**config.mk**
```make
export PLATFORM = sky130hd
export DESIGN_NAME = serializer_64bit
export DESIGN_NICKNAME = d
export VERILOG_FILES = /design/src/rtl/serializer_pkg.sv /design/src/rtl/serializer_64bit_hold_buffer.sv /design/src/rtl/serializer_64bit.sv
export SDC_FILE = /design/constraint.sdc
export NUM_CORES = 1
export LEC_CHECK = 0
export ABC_AREA = 1
export BUFFER_PORTS_ARGS = -buffer_cell sky130_fd_sc_hd__buf_2
export CAP_MARGIN = 20
export CORE_ASPECT_RATIO = 1.75
export CORE_UTILIZATION = 45
export CTS_BUF_LIST = sky130_fd_sc_hd__clkbuf_16
export DETAILED_ROUTE_END_ITERATION = 6
export HOLD_SLACK_MARGIN = 0.1
export REMOVE_ABC_BUFFERS = 1
export SYNTH_ARGS = -nofsm -noshare
export SYNTH_HDL_FRONTEND = slang
export SYNTH_HIERARCHICAL = 1
export SYNTH_SLANG_ARGS = --single-unit
```
**constraint.sdc**
```tcl
create_clock -name clk -period 2.65 [get_ports clk]
set_clock_uncertainty 0.1 [all_clocks]
set_input_delay 0.1325 -clock clk [delete_from_list [all_inputs] [get_ports clk]]
set_output_delay 0.1325 -clock clk [all_outputs]
set_load 0.01 [all_outputs]
```
**src/rtl/serializer_pkg.sv**
```systemverilog
// Shared types and sizing helpers for the 64-bit parallel-to-serial converter.
// Imported by the top-level serializer and its hold buffer.
package serializer_pkg;

   localparam int WIDTH_DEFAULT = 64;

   // Counter width for a given word width; never narrower than one bit.
   function automatic int cnt_width(input int w);
      return (w > 1) ? $clog2(w) : 1;
   endfunction

   localparam int CNT_W = cnt_width(WIDTH_DEFAULT);

   typedef enum logic {
      IDLE  = 1'b0,
      SHIFT = 1'b1
   } ser_state_t;

endpackage

```
**src/rtl/serializer_64bit_hold_buffer.sv**
```systemverilog
// One-entry holding register that parks a word accepted while the shifter is busy.
// The top guarantees a write only when empty and a read only when full.
module hold_buffer
   import serializer_pkg::*;
#(
   parameter int WIDTH = WIDTH_DEFAULT
) (
   input  logic             clk,
   input  logic             reset,
   input  logic             wr_en,
   input  logic             rd_en,
   input  logic [WIDTH-1:0] data,
   output logic             full,
   output logic [WIDTH-1:0] q
);

   always_ff @(posedge clk or posedge reset) begin
      if (reset) begin
         full <= 1'b0;
         q    <= '0;
      end else begin
         if (wr_en) begin
            full <= 1'b1;
            q    <= data;
         end else if (rd_en) begin
            full <= 1'b0;
         end
      end
   end

endmodule

```
**src/rtl/serializer_64bit.sv**
```systemverilog
// Parallel-to-serial converter with valid/ready intake, a one-word hold buffer
// for gapless streaming, and first/last framing strobes on the serial side.
module serializer_64bit
   import serializer_pkg::*;
#(
   parameter int WIDTH     = WIDTH_DEFAULT,
   parameter bit MSB_FIRST = 1'b1
) (
   input  logic             clk,
   input  logic             reset,
   input  logic [WIDTH-1:0] data_in,
   input  logic             in_valid,
   output logic             in_ready,
   input  logic             shift_en,
   output logic             ser_out,
   output logic             ser_valid,
   output logic             ser_first,
   output logic             ser_last,
   output logic             busy
);

   localparam int             CW       = cnt_width(WIDTH);
   localparam logic [CW-1:0]  LAST_IDX = CW'(WIDTH - 1);

   ser_state_t       state;
   logic [WIDTH-1:0] shifter;
   logic [CW-1:0]    count;
   logic             hold_full;
   logic [WIDTH-1:0] hold_q;

   logic accept;
   logic consume;
   logic last_consume;
   logic bypass;
   logic hold_wr;
   logic hold_rd;

   // in_ready depends only on the hold flag, so it never combinationally follows in_valid.
   assign in_ready     = !hold_full;
   assign accept       = in_valid && in_ready;
   assign consume      = (state == SHIFT) && shift_en;
   assign last_consume = consume && (count == LAST_IDX);
   assign bypass       = accept && !hold_full && ((state == IDLE) || last_consume);
   assign hold_wr      = accept && !bypass;
   assign hold_rd      = last_consume && hold_full;

   hold_buffer #(
      .WIDTH (WIDTH)
   ) u_hold (
      .clk   (clk),
      .reset (reset),
      .wr_en (hold_wr),
      .rd_en (hold_rd),
      .data  (data_in),
      .full  (hold_full),
      .q     (hold_q)
   );

   // A held word always wins over a new bypass word at a frame boundary; the two
   // cannot coincide anyway because a full hold forces in_ready low.
   always_ff @(posedge clk or posedge reset) begin
      if (reset) begin
         state   <= IDLE;
         shifter <= '0;
         count   <= '0;
      end else begin
         if (hold_rd) begin
            shifter <= hold_q;
            count   <= '0;
            state   <= SHIFT;
         end else if (bypass) begin
            shifter <= data_in;
            count   <= '0;
            state   <= SHIFT;
         end else if (last_consume) begin
            shifter <= '0;
            count   <= '0;
            state   <= IDLE;
         end else if (consume) begin
            if (MSB_FIRST)
               shifter <= {shifter[WIDTH-2:0], 1'b0};
            else
               shifter <= {1'b0, shifter[WIDTH-1:1]};
            count <= count + 1'b1;
         end
      end
   end

   assign ser_out   = MSB_FIRST ? shifter[WIDTH-1] : shifter[0];
   assign ser_valid = (state == SHIFT);
   assign ser_first = ser_valid && (count == '0);
   assign ser_last  = ser_valid && (count == LAST_IDX);
   assign busy      = (state == SHIFT) || hold_full;

endmodule

```
* Word level (Yosys, flattened, before mapping)
Cells that the tools add are included. W data, S select, Z words.
Storage, ports and cells: flip-flop bits (word level) 136, input bits 68, output and inout bits 6, word-level logic and storage cells 38
Cells by class: $add $sub $neg 1, equal/unequal tests 1, muxes and demuxes 13, bitwise gates (word level) 1, reductions and logical operators 17
Operator list (number):
- $mux W64 | 4
- $mux W6 | 4
- $logic_and A1 B1 Y1 | 9
- $add A6 B1 Y6 const B | 1
- $eq A6 B6 Y1 const B | 1
- $logic_not A6 Y1 | 1
- $mux W1 | 5
- $reduce_bool A4 Y1 | 1
- $reduce_bool A3 Y1 | 1
- $logic_not A1 Y1 | 2
- $logic_or A1 B1 Y1 | 2
- $reduce_bool A2 Y1 | 1
- $not A1 Y1 | 1

* Logic depth before layout (Yosys ltp)
depth after elaboration 7, gate-level depth with buffers 12

* Cells and area by module
The synthesis kept the hierarchy.
By module, submodules not included:
- serializer_64bit | times used 1, cells each 673, area an instance 4599.4 um^2, seq. area each 1776.7 um^2
- hold_buffer | times used 1, cells each 276, area an instance 2521.2 um^2, seq. area each 1626.6 um^2

* Worst setup path before layout
Ideal clock, no wire load.
kind reg2reg, from register count[0], to register u_hold.q[15], setup time 0.065 ns, data arrival time 1.636 ns, required time 2.485 ns, slack 0.849 ns, stages on the path, launching flop included 12, buffers on the path 3, cells stage by stage dfrtp_1 -> ha_1 -> nand2_1 -> nor2_2 -> nand3_2 -> nand2_2 -> buf_2 -> nor2_1 -> buf_4 -> clkbuf_8 -> nand2_1 -> nand2_1
On the way: word-level cells in the longest chain between the ends 6
RTL lines:
- start: declaration | RTL line serializer_64bit.sv:27 | logic [CW-1:0] count;
- start signal: assignment | RTL line serializer_64bit.sv:84 | count <= count + 1'b1;
- $eq A6 B6 Y1 | RTL line serializer_64bit.sv:42 | assign last_consume = consume && (count == LAST_IDX);
- $logic_and A1 B1 Y1 | RTL line serializer_64bit.sv:42
- $logic_or A1 B1 Y1 | RTL line serializer_64bit.sv:43 | assign bypass = accept && !hold_full && ((state == IDLE) || last_consume);
- $logic_and A1 B1 Y1 | RTL line serializer_64bit.sv:43
- $logic_not A1 Y1 | RTL line serializer_64bit.sv:44 | assign hold_wr = accept && !bypass;
- $logic_and A1 B1 Y1 | RTL line serializer_64bit.sv:44
- via hold_wr | RTL line serializer_64bit.sv:35 | logic hold_wr;
- end signal: assignment | RTL line serializer_64bit_hold_buffer.sv:24 | q <= data;
- end: declaration | RTL line serializer_64bit_hold_buffer.sv:14 | output logic [WIDTH-1:0] q
The timed path passes the listed nets, and every way through them passes these cells. A chain may end at the register's enable or synchronous reset.

* Worst setup path in the final report
from register state, in the netlist ser_valid, to register u_hold.q[6]
On the way: word-level cells in the longest chain between the ends 6
RTL lines:
- start: declaration | RTL line serializer_64bit.sv:25 | ser_state_t state;
- start signal: assignment | RTL line serializer_64bit.sv:63 | state <= IDLE;
- start signal: assignment | RTL line serializer_64bit.sv:70 | state <= SHIFT;
- start signal: assignment | RTL line serializer_64bit.sv:74 | state <= SHIFT;
- $logic_and A1 B1 Y1 | RTL line serializer_64bit.sv:41 | assign consume = (state == SHIFT) && shift_en;
- $logic_and A1 B1 Y1 | RTL line serializer_64bit.sv:42
- $logic_or A1 B1 Y1 * | RTL line serializer_64bit.sv:43
- $logic_and A1 B1 Y1 * | RTL line serializer_64bit.sv:43
- $logic_not A1 Y1 * | RTL line serializer_64bit.sv:44
- $logic_and A1 B1 Y1 * | RTL line serializer_64bit.sv:44
- via hold_wr | RTL line serializer_64bit.sv:35
Mark *: on every way through the listed nets, which the timed path passes. The rest lies on a longest branch.

==> flow_summary.toml <==
[place]
port_buffers = 73
placedCellCount = 1156
hpwl_mm = 10.5
gp_congestion = 0.796

[timing]
fmax_mhz = 422
fin_setup_tns_ns = 0
period_needed_ns = 2.37
hold_viol = 0
rsz0062_at_grt = "no"
max_slew_margin_pct = 50.5
setup_viol = 0
worst_pin_slew_ns = 0.743
fin_crit_sh_pct = 89.4
drv_slew = 0

[power_and_ir_drop]
p_leak_uw = 0.00475
p_switching_uw = 2710
combPwrFrac_pct = 26.8
peakVddDrop_mv = 0.381
power_density_mw_per_mm2 = 922
clock_power_share_pct = 30.3
swShare_pct = 33.1
p_seq_share_pct = 42.9
p_int_uw = 5460

[drt]
drt-initial-drc-count = 349
vias_per_cell = 5.30
wire_per_inst_um = 15.3
drt-total-wl_mm = 19.2
vias = 6635
ant_nets = 0
dr.pass1.iters = 5
drc_errors = 0

[floorplanning]
core_mm2 = 0.0154
die_x_um = 97.1
start_util_pct = 46.3
die_height_um = 168
num_io_pins = 74
dieArea_mm2 = 0.0164
rows = 60

[synth]
ys_ff_latch = 136
synth_area_per_cell_um2 = 7.50
ys_types = 26
synth_area_mm2 = 0.00712
yosysWarnings = 6
synthCells = 949
ys_seq_area_share_pct = 47.8

[clock_network]
cts-root-buf = "clkbuf_16"
clkTransAtPathRegs_ns = 0.06
cts_tree = "built"
clock-sinks = 136
ctsResizeCount = 0
cts_buffers = 17
cts_buffer_depth = 2
clkLatencyLatePin_ns = 0.42
htree_levels = 4

[cells_and_area]
final_common_cell = "nand2_1"
final_cell_mix = "nand2_1 (414), dfrtp_1 (135), nand3_1 (133)"
fillCellCount = 1445
drive_gt1_share_pct = 12.8
areaGrowthSynthToFinish_pct = 24.4
final_nets = 1125
multi_input_area_mm2 = 0.00310
insertedDiodeCount = 0
final_cells = 1253
register_area_mm2 = 0.00340

[run]
maxCapViolCount = 0

[global_routing]
grt_pass1_wl_mm = 33.0
antenna_found_initial = 0
grt_max_degree = 87
gr-total-overflow = 0
first_global_vias = 6749
grt_util_all_layers_pct = 24.8

[hold_path]
hold_class = "input port to asynchronous set/reset pin"

[setup_path]
r2r-start = "ser_valid$_DFFE_PP0P_"
reg2reg_slack_ns = 0.28
reg2reg_depth = 6
worst_ep_required_time_ns = 2.89
critical_path_arrival_ns = 2.61
crit_path_start_kind = "register"
worstReg2RegEnd = "u_hold/q[6]$_DFFE_PP0P_"
crit_fanout = 47
worstSetupPathType = "register to register"
cp-end-kind = "register"

[outcome]
status = "completed"
==> metal layers <==
layer	global-route usage [%]	wire [um]	part of all wire, %	vias to the layer above
met1	31.4	8610	45	3205
met5	0	0	0	-
li1	-	-	-	3281
met3	2.99	550	2.9	24
met4	7.07	269	1.4	0
met2	44.2	9730	51	125
==> critical path, stage by stage, from the launching register on <==
cell and delay (ns):
dfrtp_2 0.63, buf_4 0.55, nand2_2 0.18, nor2_4 0.14, buf_4 0.46, nand2_1 0.13, nand2_1 0.09
==> cells in the mapped netlist, drive strengths merged <==
| master | n | area share, % |
|---|---|---|
| nand2 | 416 | 22 |
| dfrtp | 136 | 48 |
| nand3 | 135 | 9.6 |
| o211ai | 63 | 6.6 |
| inv | 57 | 3.0 |
| buf | 48 | 4.1 |
| o21ai | 44 | 3.1 |
| clkbuf | 26 | 1.8 |
| nor2 | 8 | 0.49 |
| a21oi | 4 | 0.28 |
| nor3 | 3 | 0.21 |
| ha | 2 | 0.35 |
| nand4 | 2 | 0.18 |
| a31oi | 1 | 0.18 |
| clkinv | 1 | 0.053 |
| nand3b | 1 | 0.11 |
| o22ai | 1 | 0.088 |
| xor2 | 1 | 0.12 |
==> worst max path at each step <==
stage,slack [ns],from,to,cells past startpoint
floorplan,-3.66,ser_valid$_DFFE_PP0P_,u_hold/q[0]$_DFFE_PP0P_,8
global placement,0.37,ser_valid$_DFFE_PP0P_,u_hold/q[8]$_DFFE_PP0P_,6
detailed placement,0.31,ser_valid$_DFFE_PP0P_,u_hold/q[6]$_DFFE_PP0P_,6
CTS,0.28,ser_valid$_DFFE_PP0P_,u_hold/q[6]$_DFFE_PP0P_,6
global route,0.13,ser_valid$_DFFE_PP0P_,u_hold/q[22]$_DFFE_PP0P_,6
finish,0.28,ser_valid$_DFFE_PP0P_,u_hold/q[6]$_DFFE_PP0P_,6
==> state kept, by name, indices dropped and copies added (netlist names) <==
name / cells
shifter: 64
u_hold/full: 1
count: 6
u_hold/q: 64
ser_valid: 1
==> power by group through the flow <==
stage	Sequential (uW)	Clock [uW]	Combinational, uW
detailed placement	3510	0	2130
global route	3620	2600	2580
global placement	3520	0	2090
floorplan	3420	0	1520
finish	3510	2480	2190
CTS	3500	2510	2210
==> cell families after synthesis <==
logic type,count (synthesis),share of synthesized area [%]
adders and majority gates,2,0.351
and+or+nand+nor,565,32.5
DFF,136,47.8
buffers and inverters,132,8.94
xor gates and xnor gates,1,0.123
AOI/OAI and AO/OA,113,10.3
==> metrics by stage <==
step	setup WS [ns]	hold slack (ns)	instance area (um2)	util [%]	power, uW
CTS	0.278	0.166	8860	57.6	8230
detailed placement	0.308	0.0559	7590	49.3	5650
floorplan	-3.66	0.145	6700	-	4940
finish	0.281	0.176	8860	57.6	8170
global placement	0.368	0.0590	7590	49.3	5610
global route	0.131	0.202	8860	57.6	8790
==> area by class of cell <==
type,instances,share of cell area (%)
multi-input cells,681,35.0
well taps,186,2.63
clock inverters,14,2.08
inverters,58,2.46
clock buffers,17,4.80
repair buffers,161,14.6
flip-flops and latches,136,38.4
==> repair_timing <==
action                                 in CTS  in global routing
hold buffers                               66                  0
endpoints found under the hold margin     266                  0
buffers inserted                            0                  0
Note: power is estimated with default switching activity, not from simulation.
